File: src/rtl/cache_arb_pkg.sv
// cache_arb_pkg: shared state encoding and per-requester field slicing for the cache port arbiter
package cache_arb_pkg;
  typedef enum logic [1:0] {IDLE, GRANT_WAIT, RESP_WAIT} arb_state_e;
  function automatic logic [31:0] slice32(input logic [255:0] v, input logic [2:0] k);
    return v[{k, 5'd0} +: 32];
  endfunction
  function automatic logic [3:0] slice4(input logic [31:0] v, input logic [2:0] k);
    return v[{k, 2'd0} +: 4];
  endfunction
endpackage

File: src/rtl/arb_priority_select.sv
// arb_priority_select: picks the first active request at or after the start pointer, wrapping around
module arb_priority_select #(
  parameter int N = 2,
  parameter int W = 1
) (
  input  logic [N-1:0] i_req,
  input  logic [W-1:0] i_ptr,
  output logic [W-1:0] o_winner,
  output logic         o_any
);
  // scan from farthest to nearest offset so the nearest active request overwrites the rest
  always_comb begin
    o_winner = '0;
    for (int i = N - 1; i >= 0; i--)
      if (i_req[(int'(i_ptr) + i) % N]) o_winner = W'((int'(i_ptr) + i) % N);
  end
  assign o_any = |i_req;
endmodule

File: src/rtl/cache_port_arbiter.sv
// cache_port_arbiter: serialises NUM_REQ requesters onto one cache port; CACHE_ARB_ROUND_ROBIN_EN selects round-robin, else fixed priority
module cache_port_arbiter
  import cache_arb_pkg::*;
#(
  parameter int NUM_REQ = 2
) (
  input  logic                 clk,
  input  logic                 reset,
  input  logic [NUM_REQ-1:0]    req_req_i,
  input  logic [NUM_REQ*32-1:0] req_addr_i,
  input  logic [NUM_REQ*32-1:0] req_wdata_i,
  input  logic [NUM_REQ-1:0]    req_we_i,
  input  logic [NUM_REQ*4-1:0]  req_be_i,
  output logic [NUM_REQ-1:0]    req_gnt_o,
  output logic [NUM_REQ-1:0]    req_rvalid_o,
  output logic [31:0]           req_rdata_o,
  output logic [NUM_REQ-1:0]    req_error_o,
  output logic                  cache_req_o,
  output logic [31:0]           cache_addr_o,
  output logic [31:0]           cache_wdata_o,
  output logic                  cache_we_o,
  output logic [3:0]            cache_be_o,
  input  logic                  cache_gnt_i,
  input  logic                  cache_rvalid_i,
  input  logic [31:0]           cache_rdata_i,
  input  logic                  cache_error_i
);
  localparam int IDX_W = $clog2(NUM_REQ);
  arb_state_e       r_state, w_next;
  logic [IDX_W-1:0] r_owner, w_winner, w_ptr;
  logic             w_any, w_gw, w_rw;
  logic [NUM_REQ-1:0] w_onehot;

  arb_priority_select #(.N(NUM_REQ), .W(IDX_W)) u_sel (
    .i_req(req_req_i), .i_ptr(w_ptr), .o_winner(w_winner), .o_any(w_any)
  );

`ifdef CACHE_ARB_ROUND_ROBIN_EN
  logic [IDX_W-1:0] r_ptr;
  // advance the search start past each new winner so requesters take turns
  always_ff @(posedge clk)
    if (reset) r_ptr <= '0;
    else if (r_state == IDLE && w_any) r_ptr <= IDX_W'((int'(w_winner) + 1) % NUM_REQ);
  assign w_ptr = r_ptr;
`else
  assign w_ptr = '0;
`endif

  // one transaction at a time: arbitrate, hold until granted, wait for its single response
  always_comb begin
    w_next = r_state;
    case (r_state)
      IDLE:       w_next = w_any ? GRANT_WAIT : IDLE;
      GRANT_WAIT: w_next = cache_gnt_i ? RESP_WAIT : GRANT_WAIT;
      RESP_WAIT:  w_next = cache_rvalid_i ? IDLE : RESP_WAIT;
      default:    w_next = IDLE;
    endcase
  end

  // owner is captured only at arbitration and stays fixed for the whole transaction
  always_ff @(posedge clk)
    if (reset) begin
      r_state <= IDLE;
      r_owner <= '0;
    end else begin
      r_state <= w_next;
      if (r_state == IDLE && w_any) r_owner <= w_winner;
    end

  assign w_gw          = r_state == GRANT_WAIT;
  assign w_rw          = r_state == RESP_WAIT;
  assign w_onehot      = NUM_REQ'(1) << r_owner;
  assign cache_req_o   = w_gw;
  assign cache_addr_o  = w_gw ? slice32(256'(req_addr_i), 3'(r_owner)) : '0;
  assign cache_wdata_o = w_gw ? slice32(256'(req_wdata_i), 3'(r_owner)) : '0;
  assign cache_we_o    = w_gw & req_we_i[r_owner];
  assign cache_be_o    = w_gw ? slice4(32'(req_be_i), 3'(r_owner)) : '0;
  assign req_gnt_o     = (w_gw & cache_gnt_i) ? w_onehot : '0;
  assign req_rvalid_o  = (w_rw & cache_rvalid_i) ? w_onehot : '0;
  assign req_error_o   = (w_rw & cache_rvalid_i & cache_error_i) ? w_onehot : '0;
  assign req_rdata_o   = w_rw ? cache_rdata_i : '0;
endmodule

File: config.mk
export PLATFORM = sky130hd
export DESIGN_NAME = cache_port_arbiter
export DESIGN_NICKNAME = d
export VERILOG_FILES = /design/src/rtl/cache_arb_pkg.sv /design/src/rtl/arb_priority_select.sv /design/src/rtl/cache_port_arbiter.sv
export SDC_FILE = /design/constraint.sdc
export NUM_CORES = 1
export LEC_CHECK = 0
export BUFFER_PORTS_ARGS = -buffer_cell sky130_fd_sc_hd__buf_2
export CAP_MARGIN = 20
export CORE_AREA = 10 10 102 104
export CTS_BUF_LIST = sky130_fd_sc_hd__clkbuf_16
export CTS_CLUSTER_SIZE = 10
export DETAILED_ROUTE_END_ITERATION = 10
export DIE_AREA = 0 0 112 114
export PLACE_DENSITY_LB_ADDON = 0.2
export SLEW_MARGIN = 15
export SYNTH_ARGS = -nofsm -noshare
export SYNTH_HDL_FRONTEND = slang
export SYNTH_HIERARCHICAL = 1
export SYNTH_SLANG_ARGS = --single-unit
File: constraint.sdc
create_clock -name clk -period 1.15 [get_ports clk]
set_input_delay 0.115 -clock clk [delete_from_list [all_inputs] [get_ports clk]]
set_output_delay 0.115 -clock clk [all_outputs]
set_load 0.005 [all_outputs]
==> flow_summary.yaml <==
place:
  dpl_cell_area_mm2: 0.00314
  dpl.cell_count: 609
  portBuffers: 284
  dp_hpwl_um: 8710
  gp_congestion: 0.773
timing:
  hold_slack_ns: 0.0894
  hold_viol: 0
  finalCritPeriodShare_pct: 122
  min_period_ns: 1.41
  max_freq_mhz: 711
  rsz0062_at_grt: "yes"
  slew_violations: 0
  finClkSkew_ns: 0.00142
  setup-violations-final: 107
  finalWorstSetupSlack_ns: -0.256
power:
  power_density_mw_per_mm2: 561
  combPwrFrac_pct: 67.8
  seq_power_share_pct: 6.0
  p_sw_share_pct: 33.6
  design_power_total_mw: 2.07
  p_leak_nw: 2.06
  p_clk_share_pct: 26.2
  vdd_drop_max_v: 0.000504
  p_switching_mw: 0.697
  p_int_mw: 1.38
routing:
  drtPass1Iterations: 4
  routed_wl_um: 10500
  ant_nets: 0
  avgViaCountPerCell: 4.20
  vias: 2610
  wl_per_cell_um: 16.9
  drt_iter0_drc: 66
  drc_errors: 0
floorplan:
  dieArea_mm2: 0.0128
  rows: 34
  initial_core_util_pct: 17.6
  die_x_um: 112
  coreArea_mm2: 0.00847
  die_h_um: 114
  io_pins: 285
clock_network:
  clk_latency_ns: 0.22
  path_clk_slew_ns: 0.03
  htreeDepth: 1
  cts_tree: "built"
  clock_sinks: 3
  cts_buffer_depth: 2
  cts_root_buf: "clkbuf_16"
  numCtsBuffers: 3
  cts_hold_buf: 0
synth:
  synth_cell_types: 22
  synth-async-reset-ratio_pct: 0
  yosysSeqAreaShare_pct: 4.03
  syn-cell-area_mm2: 0.00149
  ys_seq_elements: 3
  synth_warnings: 6
  synthAdderAreaFrac_pct: 0
  synthXorXnorAreaFrac_pct: 0
  syn_inst: 219
  synthMuxAreaShare_pct: 47.1
  synth_compound_area_share_pct: 1.34
  synth_edf_count: 0
  syn_avg_cell_area_um2: 6.80
  syn_nets: 396
  synth_ff_type: "dfxtp_1"
  yosys.area_share.simple_pct: 38.8
  synth_top_family_by_area: "multiplexers"
final_layout:
  design_area_mm2: 0.00369
  drive_above_1_share_pct: 69.6
  fin_nets: 692
  final_cell_mix: "buf_2, nor2_1, mux2i_1"
  antennaDiodeCount: 0
  synthToLayoutAreaGrowth_pct: 148
  fin_cells: 622
  final_common_cell: "buf_2"
worst_setup_path:
  endpoint_kind: "output pin"
  critPathMaxStageDelay_ns: 0.37
  arrival_ns: 1.29
  cp_slowest_cell: "dfxtp_4"
  crit_fanout: 38
  ff2ff_setup_slack_ns: 0.03
  cp.required_ns: 1.03
  path_cells: "buf_16, mux2i_1, nor2_2, buf_2"
  cp-start-kind: "flip-flop"
  critPathKind: "flip-flop to output pin"
status:
  violations: "negative setup slack"
  status: "finished, violations left"
global_route:
  antenna_found_initial: 0
  track_usage_pct: 13.1
  busiest_layer: "met2"
  grt_use_met1_pct: 12.5
  overflow: 0
  grt.met2_usage_pct: 26.3
  use_met3_pct: 6.14
  grt_pass1_wl_um: 14100
  first_global_vias: 2722
  grt_max_degree: 39
flow_run:
  max_cap_violations: 0
worst_hold_path:
  hp-class: "input port to flip-flop"
[state kept, by name, summed over array words and instances, names as in the netlist]
register	count
r_state	2
r_owner	1
[power groups by stage]
stage          Sequential (mW)  Clock [mW]  Combinational, mW
3_5_place_dp             0.126           0               1.24
3_3_place_gp             0.125           0               1.23
6_report                 0.125       0.543               1.40
2_1_floorplan            0.123           0              0.567
4_1_cts                  0.125       0.551               1.30
5_1_grt                  0.126       0.565               1.54
[routing by layer]
layer,up-vias,wire (µm)
li1,1307,-
met1,1167,3490
met2,136,6010
met3,0,1010
met4,0,0
met5,-,0
[timing repair]
item | CTS | global route
gates resized for setup | 16 | 67
buffers inserted | 4 | 1
endpoints found under the hold margin | 0 | 0
cloned | 1 | 3
endpoints found under the setup margin | 108 | 108
pin swaps | 3 | 34
[logic make-up (layout without fill, tap and decap cells)]
logic type / count (synthesis) / count (layout)
compound gates: 3 / 3
flops: 3 / 3
simple gates: 121 / 121
buf+inv: 21 / 316
other cells: 1 / 1
mux: 70 / 70
[Yosys cell counts, types with 2 or more instances]
cell type | count | area (µm²)
buf_2 | 8 | 40.0
dfxtp_1 | 3 | 60.1
nand2b_1 | 6 | 37.5
buf_4 | 6 | 45.0
and2_1 | 32 | 200
buf_6 | 2 | 22.5
clkbuf_1 | 3 | 11.3
mux2i_1 | 70 | 701
nor2_1 | 74 | 278
inv_1 | 2 | 7.51
nand3b_1 | 2 | 15.0
[layout make-up]
| class | instances | area (µm²) |
|---|---|---|
| clock buffers | 3 | 75.1 |
| clock inverters | 1 | 3.75 |
| fillers | 891 | 4780 |
| inverters | 2 | 7.51 |
| multi-input cells | 195 | 1420 |
| flip-flops and latches | 3 | 66.3 |
| well taps | 108 | 135 |
| repair buffers | 310 | 1990 |
[stage by stage]
step | util, % | TNS, ns | setup WS [ns]
global placement | 37.0 | -0.101 | -0.0342
finish | 43.6 | -22.03 | -0.256
detailed placement | 37.0 | -0.551 | -0.0252
floorplan | - | 0 | 0.0572
CTS | 39.2 | -21.66 | -0.267
global route | 43.6 | -27.48 | -0.310
[path summary, 6_finish.rpt]
path,from,end,depth (start not counted)
setup reg to reg,r_state[0],r_state[1],4
setup / recovery,r_owner,cache_wdata_o[13],4
hold reg to reg,r_state[1],r_state[0],2
hold / removal,reset,r_state[1],2
[worst max-delay path, delay by kind of cell (launching register included)]
| kind | cells | cell delay [ns] |
|---|---|---|
| buffers and inverters | 2 | 0.36 |
| flip-flops | 1 | 0.37 |
| multiplexers | 1 | 0.24 |
| AND/OR/NAND/NOR | 1 | 0.06 |
Note: power is estimated with default switching activity, not from simulation.
